### src/rtl/ascon_scoreboard_pkg.sv
// ascon_scoreboard_pkg
// Shared types and helpers for the Ascon-AEAD128 loopback scoreboard:
//   ij_state_t  - injection FSM states
//   ck_state_t  - check FSM states
//   keep2mask() - expands a byte-keep vector into a per-bit mask
package ascon_scoreboard_pkg;

   typedef enum logic [1:0] {IJ_IDLE, IJ_ARMED, IJ_ACTIVE} ij_state_t;
   typedef enum logic       {CK_DATA, CK_TAG}              ck_state_t;

   // Widest keep vector supported; callers cast to/from their own width.
   localparam int MAX_KW = 64;

   function automatic logic [MAX_KW*8-1:0] keep2mask(input logic [MAX_KW-1:0] keep);
      logic [MAX_KW*8-1:0] m;
      m = '0;
      for (int i = 0; i < MAX_KW; i++) m[i*8 +: 8] = {8{keep[i]}};
      return m;
   endfunction

endpackage

### src/rtl/axis_sync_fifo.sv
// axis_sync_fifo
// Single-clock valid/ready FIFO with first-word fall-through.
//   clk, rst               clock, asynchronous active-high reset (pointers only)
//   s_valid/s_ready/s_data write side; s_ready = not full
//   m_valid/m_ready/m_data read side;  m_valid = not empty, m_data is the head
// Both readies come from pre-edge state, so a pop while full frees no slot
// for a push in the same cycle.
module axis_sync_fifo #(
   parameter int aw = 4,
   parameter int dw = 8
) (
   input  logic          clk,
   input  logic          rst,
   input  logic          s_valid,
   output logic          s_ready,
   input  logic [dw-1:0] s_data,
   output logic          m_valid,
   input  logic          m_ready,
   output logic [dw-1:0] m_data
);

   logic [dw-1:0] mem [2**aw];
   logic [aw:0]   wr_ptr, rd_ptr;
   logic          push, pop;

   // Extra pointer bit distinguishes full from empty.
   assign m_valid = wr_ptr != rd_ptr;
   assign s_ready = !((wr_ptr[aw] != rd_ptr[aw]) && (wr_ptr[aw-1:0] == rd_ptr[aw-1:0]));
   assign m_data  = mem[rd_ptr[aw-1:0]];
   assign push    = s_valid && s_ready;
   assign pop     = m_ready && m_valid;

   always_ff @(posedge clk)
      if (push) mem[wr_ptr[aw-1:0]] <= s_data;

   always_ff @(posedge clk or posedge rst)
      if (rst) begin
         wr_ptr <= '0;
         rd_ptr <= '0;
      end else begin
         if (push) wr_ptr <= wr_ptr + 1'b1;
         if (pop)  rd_ptr <= rd_ptr + 1'b1;
      end

endmodule

### src/rtl/axis_ascon_aead128_scoreboard.sv
// axis_ascon_aead128_scoreboard
// Loopback self-test scoreboard for an Ascon-AEAD128 encrypt->decrypt chain.
//   s_ref_*   tap of encryptor plaintext, buffered in the reference FIFO
//   s_lnk_* / m_lnk_*  inline ciphertext link, zero latency, optional XOR fault
//   s_chk_*   decryptor plaintext, compared beat-by-beat against the reference
//   s_tag_*   decryptor tag result (0 = authentic), one per message
//   inj_*     arm one bit-error injection on a chosen beat of the next message
//   err_clr   clears data_err / desync
//   msg_pass_cnt/msg_fail_cnt saturating message counters
//   data_err, desync sticky error flags; inj_busy injection armed or in flight
module axis_ascon_aead128_scoreboard
   import ascon_scoreboard_pkg::*;
#(
   parameter int dw      = 128,
   parameter int kw      = dw/8,
   parameter int fifo_aw = 4,
   parameter int msg_aw  = 2,
   parameter int cnt_w   = 32
) (
   input  logic             clk,
   input  logic             rst,
   input  logic             s_ref_tvalid,
   output logic             s_ref_tready,
   input  logic             s_ref_tlast,
   input  logic [dw-1:0]    s_ref_tdata,
   input  logic [kw-1:0]    s_ref_tkeep,
   input  logic             s_lnk_tvalid,
   output logic             s_lnk_tready,
   input  logic             s_lnk_tlast,
   input  logic [dw-1:0]    s_lnk_tdata,
   input  logic [kw-1:0]    s_lnk_tkeep,
   output logic             m_lnk_tvalid,
   input  logic             m_lnk_tready,
   output logic             m_lnk_tlast,
   output logic [dw-1:0]    m_lnk_tdata,
   output logic [kw-1:0]    m_lnk_tkeep,
   input  logic             s_chk_tvalid,
   output logic             s_chk_tready,
   input  logic             s_chk_tlast,
   input  logic [dw-1:0]    s_chk_tdata,
   input  logic [kw-1:0]    s_chk_tkeep,
   input  logic             s_tag_tvalid,
   output logic             s_tag_tready,
   input  logic [127:0]     s_tag_tdata,
   input  logic             inj_arm,
   input  logic [15:0]      inj_beat,
   input  logic [dw-1:0]    inj_mask,
   input  logic             err_clr,
   output logic [cnt_w-1:0] msg_pass_cnt,
   output logic [cnt_w-1:0] msg_fail_cnt,
   output logic             data_err,
   output logic             desync,
   output logic             inj_busy
);

   localparam int rw = 1 + dw + kw;

   logic [dw-1:0] ref_mask, chk_mask;
   logic [rw-1:0] ref_q;
   logic          ref_valid, flag_ready, flag_valid, flag_q, flag_d;
   logic          lnk_hs, chk_hs, tag_hs, flag_push;
   logic          in_msg, hit, hit_seen, msg_bad;
   logic          last_mis, beat_mis, tag_pass, derr_set;
   logic [15:0]   beat_cnt, inj_beat_q;
   logic [dw-1:0] inj_mask_q;
   ij_state_t     ij_state, ij_next;
   ck_state_t     ck_state, ck_next;

   // ---------------- reference FIFO ----------------
   assign ref_mask = dw'(keep2mask(MAX_KW'(s_ref_tkeep)));

   axis_sync_fifo #(.aw(fifo_aw), .dw(rw)) u_ref_fifo (
      .clk     (clk),
      .rst     (rst),
      .s_valid (s_ref_tvalid),
      .s_ready (s_ref_tready),
      .s_data  ({s_ref_tlast, s_ref_tdata & ref_mask, s_ref_tkeep}),
      .m_valid (ref_valid),
      .m_ready (chk_hs),
      .m_data  (ref_q)
   );

   // ---------------- link path + injection ----------------
   assign m_lnk_tvalid = s_lnk_tvalid && flag_ready;
   assign s_lnk_tready = m_lnk_tready && flag_ready;
   assign lnk_hs       = s_lnk_tvalid && s_lnk_tready;
   assign m_lnk_tlast  = s_lnk_tlast;
   assign m_lnk_tkeep  = s_lnk_tkeep;

   // The current link message is the injected one either while ACTIVE, or
   // while ARMED on its opening beat (so beat 0 is injectable too).
   assign in_msg      = (ij_state == IJ_ACTIVE) || (ij_state == IJ_ARMED && beat_cnt == '0);
   assign hit         = in_msg && (beat_cnt == inj_beat_q);
   assign m_lnk_tdata = s_lnk_tdata ^ (hit ? inj_mask_q : '0);
   assign flag_push   = lnk_hs && s_lnk_tlast;
   assign flag_d      = in_msg && (hit_seen || (hit && |inj_mask_q));
   assign inj_busy    = ij_state != IJ_IDLE;

   axis_sync_fifo #(.aw(msg_aw), .dw(1)) u_flag_fifo (
      .clk     (clk),
      .rst     (rst),
      .s_valid (flag_push),
      .s_ready (flag_ready),
      .s_data  (flag_d),
      .m_valid (flag_valid),
      .m_ready (tag_hs),
      .m_data  (flag_q)
   );

   always_ff @(posedge clk or posedge rst)
      if (rst) ij_state <= IJ_IDLE;
      else     ij_state <= ij_next;

   always_comb begin
      ij_next = ij_state;
      unique case (ij_state)
         IJ_IDLE:   if (inj_arm) ij_next = IJ_ARMED;
         IJ_ARMED:  if (lnk_hs && beat_cnt == '0) ij_next = s_lnk_tlast ? IJ_IDLE : IJ_ACTIVE;
         IJ_ACTIVE: if (lnk_hs && s_lnk_tlast) ij_next = IJ_IDLE;
         default:   ij_next = IJ_IDLE;
      endcase
   end

   always_ff @(posedge clk or posedge rst)
      if (rst) begin
         beat_cnt   <= '0;
         inj_beat_q <= '0;
         inj_mask_q <= '0;
         hit_seen   <= 1'b0;
      end else begin
         if (ij_state == IJ_IDLE && inj_arm) begin
            inj_beat_q <= inj_beat;
            inj_mask_q <= inj_mask;
         end
         if (lnk_hs) beat_cnt <= s_lnk_tlast ? '0 : beat_cnt + 16'd1;
         if (lnk_hs && s_lnk_tlast)              hit_seen <= 1'b0;
         else if (lnk_hs && hit && |inj_mask_q)  hit_seen <= 1'b1;
      end

   // ---------------- check path ----------------
   assign chk_mask     = dw'(keep2mask(MAX_KW'(s_chk_tkeep)));
   assign s_chk_tready = (ck_state == CK_DATA) && ref_valid && flag_valid;
   assign chk_hs       = s_chk_tvalid && s_chk_tready;
   assign s_tag_tready = ck_state == CK_TAG;
   assign tag_hs       = s_tag_tvalid && s_tag_tready;

   assign last_mis = chk_hs && (s_chk_tlast != ref_q[rw-1]);
   assign beat_mis = chk_hs && (((s_chk_tdata & chk_mask) != ref_q[kw +: dw]) ||
                                (s_chk_tkeep != ref_q[kw-1:0]) || last_mis);
   // An injected message must fail authentication; a clean one must pass
   // with matching data.
   assign tag_pass = flag_q ? |s_tag_tdata : (~|s_tag_tdata && !msg_bad);
   assign derr_set = tag_hs && !flag_q && msg_bad;

   always_ff @(posedge clk or posedge rst)
      if (rst) ck_state <= CK_DATA;
      else     ck_state <= ck_next;

   always_comb begin
      ck_next = ck_state;
      unique case (ck_state)
         CK_DATA: if (chk_hs && s_chk_tlast) ck_next = CK_TAG;
         CK_TAG:  if (tag_hs) ck_next = CK_DATA;
         default: ck_next = CK_DATA;
      endcase
   end

   always_ff @(posedge clk or posedge rst)
      if (rst) begin
         msg_bad      <= 1'b0;
         msg_pass_cnt <= '0;
         msg_fail_cnt <= '0;
         data_err     <= 1'b0;
         desync       <= 1'b0;
      end else begin
         if (tag_hs)        msg_bad <= 1'b0;
         else if (beat_mis) msg_bad <= 1'b1;
         if (tag_hs && tag_pass && msg_pass_cnt != '1)  msg_pass_cnt <= msg_pass_cnt + 1'b1;
         if (tag_hs && !tag_pass && msg_fail_cnt != '1) msg_fail_cnt <= msg_fail_cnt + 1'b1;
         // set beats clear when both land in the same cycle
         if (derr_set)     data_err <= 1'b1;
         else if (err_clr) data_err <= 1'b0;
         if (last_mis)     desync <= 1'b1;
         else if (err_clr) desync <= 1'b0;
      end

endmodule

### config.mk
export PLATFORM = sky130hd
export DESIGN_NAME = axis_ascon_aead128_scoreboard
export DESIGN_NICKNAME = d
export VERILOG_FILES = /design/src/rtl/ascon_scoreboard_pkg.sv /design/src/rtl/axis_sync_fifo.sv /design/src/rtl/axis_ascon_aead128_scoreboard.sv
export SDC_FILE = /design/constraint.sdc
export NUM_CORES = 2
export LEC_CHECK = 0
export BUFFER_PORTS_ARGS = -buffer_cell sky130_fd_sc_hd__clkbuf_2
export CAP_MARGIN = 20
export CELL_PAD_IN_SITES_DETAIL_PLACEMENT = 0
export CELL_PAD_IN_SITES_GLOBAL_PLACEMENT = 2
export CORE_MARGIN = 3
export CORE_UTILIZATION = 40
export CTS_BUF_LIST = sky130_fd_sc_hd__clkbuf_2
export DETAILED_ROUTE_END_ITERATION = 10
export MAX_ROUTING_LAYER = met4
export PLACE_DENSITY = 0.68
export SYNTH_ARGS = -nofsm -noshare
export SYNTH_HDL_FRONTEND = slang
export SYNTH_SLANG_ARGS = --single-unit
### constraint.sdc
create_clock -name clk -period 14 [get_ports clk]
set_input_delay 2.8 -clock clk [delete_from_list [all_inputs] [get_ports clk]]
set_output_delay 2.8 -clock clk [all_outputs]
set_load 0.01 [all_outputs]
==> impl_metrics.json <==
{
  "antenna_left": 0,
  "synth_ff_type": "edfxtp_1",
  "worst_r2r_path_depth": 11,
  "synth_largest_area_cell": "edfxtp_1",
  "tightest_slew_ns": 1.228,
  "grt_setup_unrepaired": "false",
  "ios": 933,
  "syn-mean-instance-area_um2": 19.38,
  "syn_nets": 6121,
  "ctsResizeCount": 0,
  "coreArea_um2": 258300,
  "antenna_found_initial": 64,
  "r2r_end": "msg_bad",
  "htree_levels": 6,
  "io_buffers": 900,
  "syn_inst": 5391,
  "cp_data_required_time_ns": 11.20,
  "cts_hold_buf": 0,
  "synth_area_leaders": "edfxtp_1, mux4_2, dfrtp_1",
  "grt_pass1_vias": 61270,
  "register_area_um2": 75980,
  "maxCapViolCount": 0,
  "first_pass_iters": 5,
  "hp-class": "flip-flop to flip-flop",
  "outcome": "finished clean",
  "critPathLaunch": "beat_cnt[9]",
  "cp-start-kind": "flip-flop",
  "setup_viol": 0,
  "p_leak_nw": 42.12,
  "post_cts_buffers": 0,
  "fp.dieW_um": 517.0,
  "area_growth_pct": 13.88,
  "r2r-start": "u_ref_fifo.rd_ptr[0]",
  "fin_tns_setup_ns": 0,
  "drtIter0Drc": 5996,
  "r2r_setup_slack_ns": 7.87,
  "timing.fmax_mhz": 119.4,
  "fin_nets": 7563,
  "synth_top_area_share_pct": 66.81,
  "grt_pass1_wl_mm": 484.5,
  "grt_max_degree": 131,
  "vias": 59570,
  "ys_seq_elements": 2571,
  "dieArea_um2": 267300,
  "clockBufferDepth": 4,
  "worstHoldStart": "msg_fail_cnt[5]",
  "vias_per_cell": 5.557,
  "finalCritPeriodShare_pct": 59.80,
  "finalHoldViolCount": 0,
  "overflow": 0,
  "multi_input_area_um2": 26870,
  "cts_sinks": 2571,
  "finalClockSkew_ns": 0.2211,
  "ys_seq_area_share_pct": 72.72,
  "synth_edf_count": 2324,
  "cts_made_buffers": 676,
  "clk_latency_ns": 1.93,
  "fillCellCount": 22970,
  "criticalPathCategory": "flip-flop to primary output",
  "synth_warnings": 0,
  "async_flop_share_pct": 9.607,
  "finalCoreUtilization_pct": 46.05,
  "clock_tree.root_cell": "clkbuf_2",
  "cts_tree": "built",
  "die_h_um": 517.0,
  "p_per_area_nw_per_um2": 187.0,
  "min_period_ns": 8.372,
  "start_util_pct": 40.44,
  "worstPathMaxFanout": 68,
  "gp_congestion": 0.8623,
  "relSlewSlack_pct": 18.17,
  "ir_drop_v": 0.0001527,
  "synth_cell_types": 75,
  "slew_viol_final": 0,
  "cts.clk_slew.worst_paths_ns": 0.08,
  "layout-drive-gt1-share_pct": 38.62,
  "wl_per_cell_um": 33.24,
  "endpoint": "m_lnk_tdata[85]",
  "drc_errors": 0,
  "synth_area_um2": 104500,
  "routed_wl_mm": 356.4,
  "track_usage_pct": 27.10,
  "dp_hpwl_mm": 220.9,
  "row_count": 186,
  "worst_ep_arrival_time_ns": 5.57,
  "cp-end-kind": "primary output"
}
[cell usage after synthesis (all sizes together), types with 9 or more instances]
cell	number
a31oi	12
a21oi	58
o221ai	10
nand4	56
nor4	104
mux2	158
ha	14
edfxtp	2324
o22ai	12
nand2	352
a221oi	23
a22o	16
nand3	51
xnor2	268
o21ai	57
nand3b	9
mux4	570
mux2i	184
and3	29
nor3	30
clkbuf	78
dfrtp	247
a22oi	52
buf	188
xor2	124
inv	28
and2	147
nor2	92
[cells by family after synthesis]
| logic type | share of synthesized area [%] |
|---|---|
| muxes | 15.77 |
| and+or+nand+nor | 4.432 |
| AOI/OAI and AO/OA | 1.873 |
| DFF | 72.72 |
| buffers and inverters | 1.745 |
| xor gates and xnor gates | 3.287 |
| adders and majority gates | 0.1677 |
[area by class of cell]
type / instances / share of cell area (%)
clock inverter: 171 / 0.9014
multi-input combinational: 2526 / 22.59
antenna: 45 / 0.09466
tap: 3384 / 3.559
inverter: 28 / 0.1031
sequential: 2571 / 63.87
clock buffer: 966 / 4.064
timing repair buffer: 1030 / 4.815
[per-layer routing]
metal / share of wire (%) / GRT usage, % / vias to the layer above
met5: 0 / - / -
met4: 3.6 / 9.735 / 0
met3: 7.5 / 5.157 / 554
met2: 50 / 44.76 / 2834
met1: 39 / 33.42 / 31210
li1: - / - / 24970
[cells in the final DEF, fill, tap and decap left out, drive strengths merged, types with 45 or more instances in the layout]
cell type and instances:
edfxtp 2324, clkbuf 1866, mux4 570, nand2 352
xnor2 268, dfrtp 247, mux2i 184, mux2 158
and2 147, clkinv 141, buf 130, xor2 124
nor4 104, nor2 92, a21oi 58, o21ai 57
nand4 56, a22oi 52, nand3 51, diode 45
[registers in the layout (all words and copies together) (netlist names)]
name	count
data_err	1
hit_seen	1
inj_mask_q	128
msg_pass_cnt	32
u_ref_fifo.mem	2320
u_ref_fifo.rd_ptr	5
msg_fail_cnt	32
msg_bad	1
desync	1
ij_state	2
u_ref_fifo.wr_ptr	5
u_flag_fifo.wr_ptr	3
u_flag_fifo.rd_ptr	3
u_flag_fifo.mem	4
beat_cnt	16
inj_beat_q	16
s_tag_tready	1
[report_power, final]
group	total [mW]	switching, mW	leakage [nW]	internal, mW
Sequential	9.85	0.517	24.4	9.33
Combinational	7.25	4.27	13.2	2.98
Clock	5.15	3.07	4.51	2.08
Total	22.2	7.86	42.1	14.4
[through the flow]
step | cells | hold slack [ns] | worst slack (ns) | instance area, um^2 | power (mW)
after global placement | 9533 | 0.4762 | 6.383 | 112800 | 17.31
after CTS | 10680 | 0.4965 | 5.224 | 118800 | 22.55
final | 10720 | 0.4918 | 5.628 | 119000 | 22.24
after global routing | 10710 | 0.5074 | 4.958 | 118900 | 23.33
after detailed placement | 9538 | 0.4788 | 6.829 | 112900 | 17.38
after floorplan | 5391 | 0.4604 | 0.07563 | 104500 | 14.88
[worst min path at each step]
| stage | cells past startpoint | slack (ns) | endpoint |
|---|---|---|---|
| 6_report | 1 | 0.49 | msg_fail_cnt[5] |
| 5_1_grt | 1 | 0.51 | u_flag_fifo.rd_ptr[2] |
| 4_1_cts | 1 | 0.50 | msg_fail_cnt[5] |
| 3_5_place_dp | 1 | 0.48 | u_ref_fifo.wr_ptr[4] |
| 3_3_place_gp | 1 | 0.48 | msg_fail_cnt[5] |
| 2_1_floorplan | 1 | 0.46 | u_flag_fifo.wr_ptr[2] |
[critical path, cell delays in order (launching register included)]
cell      delay (ns)
dfrtp_1         0.44
nor4_1          0.38
nand4_1         0.19
or3b_2          0.49
o21a_1          0.16
nor2_4          0.37
buf_4           0.49
buf_4           0.66
nand2_1         0.16
xnor2_1         0.20
clkbuf_2        0.17
No activity file was read; power rests on OpenSTA's default activity.
